===== src/rtl/pe_result_to_blockfp_pkg.sv =====
// Shared configuration, FSM encoding and field-extract helper for the
// result-to-block-floating-point converter.
package pe_result_to_blockfp_pkg;

    typedef struct packed {
        int unsigned RESULT_WIDTH;
        int unsigned RESULT_EXPONENT_WIDTH;
        int unsigned RESULT_MANTISSA_WIDTH;
        int unsigned RESULT_EXPONENT_BIAS;
        int unsigned EXPONENT_WIDTH;
        int unsigned MANTISSA_WIDTH;
        int unsigned EXPONENT_BIAS;
    } pe_cfg_t;

    localparam pe_cfg_t PE_CFG_DEFAULT = '{
        RESULT_WIDTH:          16,
        RESULT_EXPONENT_WIDTH: 5,
        RESULT_MANTISSA_WIDTH: 10,
        RESULT_EXPONENT_BIAS:  15,
        EXPONENT_WIDTH:        5,
        MANTISSA_WIDTH:        8,
        EXPONENT_BIAS:         15
    };

    // Signed width of the per-element alignment shift amount.
    localparam int unsigned BFP_ALIGN_SHIFT_WIDTH = 16;

    typedef enum logic [1:0] {
        FILL  = 2'd0,
        ALIGN = 2'd1,
        HOLD  = 2'd2
    } state_t;

    // Extract an unsigned field of 'width' bits starting at 'lsb'.
    function automatic logic [31:0] fp_field(input logic [63:0] v,
                                             input int unsigned lsb,
                                             input int unsigned width);
        return 32'((v >> lsb) & ((64'd1 << width) - 64'd1));
    endfunction

endpackage


===== src/rtl/pe_result_to_blockfp_align.sv =====
// Combinational per-element unpack, alignment shift, saturation and negation
// of one floating-point result against the block's shared exponent.
module pe_result_to_blockfp_align
    import pe_result_to_blockfp_pkg::*;
#(
    parameter pe_cfg_t cfg = PE_CFG_DEFAULT
) (
    input  logic [cfg.RESULT_WIDTH-1:0]             result,
    input  logic [cfg.RESULT_EXPONENT_WIDTH-1:0]    max_e,
    input  logic signed [BFP_ALIGN_SHIFT_WIDTH-1:0] extra_shift,
    input  logic                                    saturate,
    output logic [cfg.MANTISSA_WIDTH-1:0]           mantissa_c
);
    localparam int unsigned REW        = cfg.RESULT_EXPONENT_WIDTH;
    localparam int unsigned RMW        = cfg.RESULT_MANTISSA_WIDTH;
    localparam int unsigned RW         = RMW + 1;
    localparam int unsigned MW         = cfg.MANTISSA_WIDTH;
    localparam int unsigned MAGW       = MW - 1;
    localparam int unsigned SW         = BFP_ALIGN_SHIFT_WIDTH;
    localparam int unsigned WW         = RW + MW;
    localparam int          BASE_SHIFT = int'(RW) - int'(MAGW);

    logic                 sign;
    logic [REW-1:0]       e;
    logic [RMW-1:0]       m;
    logic [RW-1:0]        sig;
    logic signed [SW-1:0] r;
    logic signed [SW-1:0] l;
    logic [WW-1:0]        shifted;
    logic [MAGW-1:0]      mag;

    assign sign = fp_field(64'(result), REW + RMW, 32'd1) != 32'd0;
    assign e    = REW'(fp_field(64'(result), RMW, REW));
    assign m    = RMW'(fp_field(64'(result), 32'd0, RMW));

    // Zero exponent (zero or denormal) contributes an exact zero.
    always_comb begin
        sig     = (e == '0) ? '0 : {1'b1, m};
        r       = $signed(SW'(max_e)) - $signed(SW'(e)) + $signed(SW'(BASE_SHIFT)) + extra_shift;
        l       = -r;
        shifted = '0;
        if (!r[SW-1]) begin
            if (r < $signed(SW'(RW))) shifted = WW'(sig) >> $unsigned(r);
        end else begin
            if (l < $signed(SW'(WW))) shifted = WW'(sig) << $unsigned(l);
        end
        mag = MAGW'(shifted);
        if (saturate && (mag != '0)) mag = '1;
        mantissa_c = sign ? -{1'b0, mag} : {1'b0, mag};
    end

endmodule


===== src/rtl/pe_result_to_blockfp.sv =====
// Collects BLOCK_SIZE floating-point results, aligns them to their largest
// exponent and emits one block-floating-point block over valid/ready.
module pe_result_to_blockfp
    import pe_result_to_blockfp_pkg::*;
#(
    parameter pe_cfg_t     cfg        = PE_CFG_DEFAULT,
    parameter int unsigned BLOCK_SIZE = 8
) (
    input  logic                                          clock,
    input  logic                                          reset,
    input  logic                                          i_valid,
    output logic                                          o_ready,
    input  logic [cfg.RESULT_WIDTH-1:0]                   i_result,
    output logic                                          o_valid,
    input  logic                                          i_ready,
    output logic [cfg.EXPONENT_WIDTH-1:0]                 o_exponent,
    output logic [BLOCK_SIZE-1:0][cfg.MANTISSA_WIDTH-1:0] o_mantissa
);
    localparam int unsigned REW      = cfg.RESULT_EXPONENT_WIDTH;
    localparam int unsigned RMW      = cfg.RESULT_MANTISSA_WIDTH;
    localparam int unsigned EW       = cfg.EXPONENT_WIDTH;
    localparam int unsigned MW       = cfg.MANTISSA_WIDTH;
    localparam int unsigned SW       = BFP_ALIGN_SHIFT_WIDTH;
    localparam int unsigned XW       = EW + 3;
    localparam int unsigned CW       = $clog2(BLOCK_SIZE);
    localparam int unsigned EXP_MAX  = (1 << EW) - 1;
    localparam int          X_OFFSET = int'(cfg.EXPONENT_BIAS) - int'(cfg.RESULT_EXPONENT_BIAS)
                                     - (int'(MW) - 2);

    state_t                          state, state_next;
    logic [CW-1:0]                   count;
    logic [REW-1:0]                  max_e;
    logic [REW-1:0]                  e_in;
    logic [cfg.RESULT_WIDTH-1:0]     buffer [BLOCK_SIZE];
    logic                            take_c, align_c, release_c, last_c;
    logic signed [XW-1:0]            x_raw;
    logic signed [SW-1:0]            extra_shift;
    logic                            saturate;
    logic [EW-1:0]                   exponent_c;
    logic [BLOCK_SIZE-1:0][MW-1:0]   aligned_c;

    assign e_in   = REW'(fp_field(64'(i_result), RMW, REW));
    assign last_c = (count == CW'(BLOCK_SIZE - 1));

    always_ff @(posedge clock or posedge reset) begin
        if (reset) state <= FILL;
        else       state <= state_next;
    end

    always_comb begin
        state_next = state;
        case (state)
            FILL:    if (i_valid && last_c) state_next = ALIGN;
            ALIGN:   state_next = HOLD;
            HOLD:    if (i_ready) state_next = FILL;
            default: state_next = FILL;
        endcase
    end

    always_comb begin
        o_ready   = 1'b0;
        take_c    = 1'b0;
        align_c   = 1'b0;
        release_c = 1'b0;
        case (state)
            FILL:    begin o_ready = 1'b1; take_c = i_valid; end
            ALIGN:   align_c = 1'b1;
            HOLD:    release_c = i_ready;
            default: ;
        endcase
    end

    // Shared exponent; an underflowing exponent is folded into extra right shift.
    always_comb begin
        x_raw       = $signed(XW'(max_e)) + $signed(XW'(X_OFFSET));
        extra_shift = x_raw[XW-1] ? SW'(-x_raw) : '0;
        saturate    = 1'b0;
        exponent_c  = EW'(x_raw);
        if (max_e == '0 || x_raw[XW-1]) begin
            exponent_c = '0;
        end else if ($unsigned(x_raw) > XW'(EXP_MAX)) begin
            exponent_c = EW'(EXP_MAX);
            saturate   = 1'b1;
        end
    end

    for (genvar g = 0; g < BLOCK_SIZE; g++) begin : g_align
        pe_result_to_blockfp_align #(.cfg(cfg)) u_align (
            .result      (buffer[g]),
            .max_e       (max_e),
            .extra_shift (extra_shift),
            .saturate    (saturate),
            .mantissa_c  (aligned_c[g])
        );
    end

    always_ff @(posedge clock or posedge reset) begin
        if (reset) begin
            count      <= '0;
            max_e      <= '0;
            o_valid    <= 1'b0;
            o_exponent <= '0;
            o_mantissa <= '0;
            for (int i = 0; i < int'(BLOCK_SIZE); i++) buffer[i] <= '0;
        end else begin
            if (take_c) begin
                buffer[count] <= i_result;
                count         <= last_c ? '0 : count + CW'(1);
                if (e_in > max_e) max_e <= e_in;
            end
            if (align_c) begin
                o_exponent <= exponent_c;
                o_mantissa <= aligned_c;
                o_valid    <= 1'b1;
            end
            if (release_c) begin
                o_valid <= 1'b0;
                max_e   <= '0;
            end
        end
    end

endmodule


===== config.mk =====
export PLATFORM = sky130hd
export DESIGN_NAME = pe_result_to_blockfp
export DESIGN_NICKNAME = d
export VERILOG_FILES = /design/src/rtl/pe_result_to_blockfp_pkg.sv /design/src/rtl/pe_result_to_blockfp_align.sv /design/src/rtl/pe_result_to_blockfp.sv
export SDC_FILE = /design/constraint.sdc
export NUM_CORES = 1
export LEC_CHECK = 0
export ABC_CLOCK_PERIOD_IN_PS = 6640
export CORE_UTILIZATION = 29
export DETAILED_ROUTE_END_ITERATION = 6
export PLACE_DENSITY = 0.42
export REMOVE_ABC_BUFFERS = 1
export SYNTH_ARGS = -nofsm -noshare
export SYNTH_HDL_FRONTEND = slang
export SYNTH_SLANG_ARGS = --single-unit

===== constraint.sdc =====
create_clock -name clock -period 6.64 [get_ports clock]
set_input_delay 1.328 -clock clock [delete_from_list [all_inputs] [get_ports clock]]
set_output_delay 1.328 -clock clock [all_outputs]
set_load 0.05 [all_outputs]

==> results of run 1 <==
==> critical path, delay by kind of cell (launching register included) <==
kind	cells	cell delay, ns
AOI/OAI and AO/OA	12	2.43
adders and majority gates	6	1.68
buffers and inverters	5	0.54
DFF	1	0.38
and+or+nand+nor	5	1.23
==> through the flow <==
step	setup WS (ns)	hold WS (ns)	instance area (µm²)
after floorplan	-0.369	0.450	28100
after global placement	0.0537	0.454	31900
after detailed placement	-0.00476	0.456	31900
after CTS	0.00225	0.474	32900
after global routing	-0.0749	0.497	34000
final	0.235	0.468	34000
==> cells by family after synthesis <==
logic type | Yosys count
xor+xnor | 146
flops | 208
other cells | 1
compound gates | 1124
buf+inv | 341
simple gates | 1246
mux | 237
fa+ha+maj | 318
==> routing by layer <==
metal | track usage | vias up | part of all wire
met5 | 0 | - | 0.00039
met4 | 0.0361 | 6 | 0.020
met3 | 0.0191 | 75 | 0.036
met2 | 0.299 | 407 | 0.45
met1 | 0.265 | 13234 | 0.49
li1 | - | 13982 | -
==> placed cells by master (no fill, tap or decap), types with 14 or more instances in the layout <==
cell type and count:
mux4_2 27, nor3_1 120, a211oi_1 55, nand2b_1 33, o31ai_1 32, nor4_1 19
buf_4 187, o21ai_1 52, clkbuf_16 28, o22ai_1 31, ha_1 288, xnor2_1 99
mux2_2 118, nand2_1 363, a21oi_1 202, inv_1 168, mux2i_1 91, dfrtp_1 207
clkdlybuf4s50_1 90, and3_1 62, and2_1 45, o211ai_1 48, conb_1 64, o21ai_0 192
nand3_1 91, a21o_1 97, nand4_1 33, o21a_1 56, xor2_1 37, a31oi_1 44
o21bai_1 18, or2_2 15, o211a_1 14, nor2b_1 39, nand3b_1 16, or3_1 31
a211o_1 27, a21oi_2 17, nor2_1 269
==> registers in the layout, summed over array words and instances (netlist names) <==
| signal | cells |
|---|---|
| state | 2 |
| o_valid | 1 |
| o_mantissa | 64 |
| o_exponent | 5 |
| buffer | 128 |
| max_e | 5 |
| count | 3 |
==> final timing paths <==
path	cells after the start	slack [ns]	start	end
hold reg to reg	2	0.47	o_mantissa[45]	o_mantissa[45]
hold / removal	2	0.47	o_mantissa[45]	o_mantissa[45]
setup / recovery	28	0.24	max_e[0]	o_mantissa[14]
setup reg to reg	28	0.24	max_e[0]	o_mantissa[14]
max in group asynchronous	3	4.24	reset	o_mantissa[13]
min in group asynchronous	2	1.28	reset	o_mantissa[26]
==> final cells by class <==
type | instances | area, µm² | share of cell area
multi-input cells | 3135 | 23100 | 0.680
flip-flops and latches | 208 | 5210 | 0.153
repair buffers | 286 | 2410 | 0.0711
well taps | 1276 | 1600 | 0.0470
clock buffers | 33 | 749 | 0.0221
inverters | 175 | 664 | 0.0196
clock inverters | 17 | 243 | 0.00714
diodes | 3 | 7.51 | 0.000221
==> timing repair <==
| item | CTS | global route |
|---|---|---|
| setup buffers | 1 | 31 |
| resized for setup | 13 | 165 |
| endpoints found under the hold margin | 0 | 0 |
| gates cloned | 0 | 0 |
| endpoints found under the setup margin | 5 | 29 |
| pin swaps | 1 | 45 |
==> results list, run 1 <==
- Parity-gate share of the synthesized area counting xor and xnor cells: 0.0453
* Max_slew headroom: 0.215
- Final Slew Violations: 0
* Placeable core region: 0.0970 mm²
- Final worst path period need: 6.40 ns
- Syn_area_per_cell: 7.87 µm²
- Global routing finished with a remaining overflow of 0.
* CP max stage cell: fa_2
- Layout overhead on the synthesized area: 19.2%
- Largest fanout on the critical path: 10
- Counting every sink on the clock net gives 208.
- The detail route stage leaves a number of antenna-violating nets equal to 0.
* Ratio of cells with drive above 1 in the final layout: 0.147
- Setup total negative slack on the finished layout was measured at 0 ns.
* Vias after detailed routing: 27704
- 91 I/O pins were placed.
* Fin Clk Skew: 0.0678 ns
* Via/cell ratio: 5.40
- For this run, the register share of the synthesized area comes to 0.183.
* Buffer depth of the longest clock path: 3
- The path class of the tightest hold or removal check is flip-flop to flip-flop.
* Synth Flop Type: dfrtp_1
- Sorting the synthesized cells by area gives the leading types as dfrtp_1, ha_1, nand2_1.
* Routed wire per std cell: 18.3 µm
* Core utilization of the finished layout: 0.350
* Critical Path Source Type: flip-flop
* Result of the run: complete, but fails checks
* Worst skew pair latency: 0.64 ns
- During synthesis, Yosys emitted a total of 0 warnings.
- Synthesized instance count: 3621
- Of the total synthesized cell area, the portion taken by full adders, half adders and majority gates is 0.144.
* Biggest area consumer among synthesized cells: dfrtp_1
- Before antenna repair, the detailed router went through 7 iterations.
- Overall track demand over capacity in global routing: 0.185
* Setup Crit Path Kind: flip-flop to flip-flop
- The die is 316 µm wide.
- Of the post-synthesis cell area, the dominant cell type holds 0.183.
- Of the post-synthesis cell area, the part taken by muxes is 0.100.
- Number of buffers added on ports: 90
* Total of hold buffers inserted after clock tree synthesis: 0
- FF+latch count, synth: 208
- The checks that failed: DRC.
* Wire length of the first global-routing pass: 149 mm
* Most frequent cell after synthesis: nand2_1
- CTS HTree Levels: 1
- The number of global-route vias before repair was 26683.
- Fraction of the mapped netlist area in compound gates: 0.266
* Final HPWL DP: 71.0 mm
- The floorplan step defined a die boundary enclosing 0.0996 mm².
- For this run, the slowest stage of the critical path takes 0.52 ns.
- Yosys mapped a number of flops with a built-in enable equal to 0.
* 1st-iter DRT viols: 1508
- Die Ht: 316 µm
- Clock input transition at the sequential cells of the worst setup and hold paths: 0.06 ns
- Number of max-cap violations: 0
- Count of final setup violators: 0
* TritonCTS clock tree: done
* Row count: 114
- Setup repair after global routing could not meet its margin everywhere.
- By area, the combinational part of the netlist is dominated by compound AO/OA/AOI/OAI gates.
- Worst-Margin Slew: 1.18 ns
- Largest net degree at the start of global routing: 106
- Final Instance Count excl. Fillers: 5133
- In this run, placement finished with an instance count of 5048.
- Number of buffers inserted during clock tree synthesis: 28
* Simple-gate area share of the yosys netlist: 0.216
- Of all flip-flops after synthesis, the portion carrying an async set or reset was 1.00.
- After filler insertion, the fill cell instance count of the layout stands at 10407.
* Placer congestion estimate: 0.880
- CTS placed an instance of clkbuf_16 at the clock tree root.
* Most frequent cells after synthesis: nand2_1, ha_1, nor2_1
* Netlist area before placement: 0.0285 mm²
- STA puts the critical path data required time at 7.14 ns.
- The number of antenna violations at the first check in global routing was 14.
- Maximum clock rate: 156 MHz
- Sum of routed wire length over all layers: 93.7 mm
- Data on the critical path arrives at its endpoint at 6.91 ns.
- The net count of the finished layout is 4172.
- The final count of hold timing violations was 0.
- Initial Util: 0.294
- Critical path endpoint category: flip-flop
- Final worst-path cycle share: 0.965
- For this run, design rule violations remaining after detail routing come to 12.
- Yosys mapped the design onto 104 distinct sky130hd cell types.
Power of run 1 is left out: the tool's default activity adds up to more than one toggle a clock period on the data nets, which glitch-free logic cannot reach.
==> inputs of run 2 (changes only) <==
Settings changed: ABC_CLOCK_PERIOD_IN_PS 6640 to not set.
==> results of run 2 <==
The final DEF is identical to that of run 1; final timing and power are the same.
Power of run 2 is left out for the same reason.
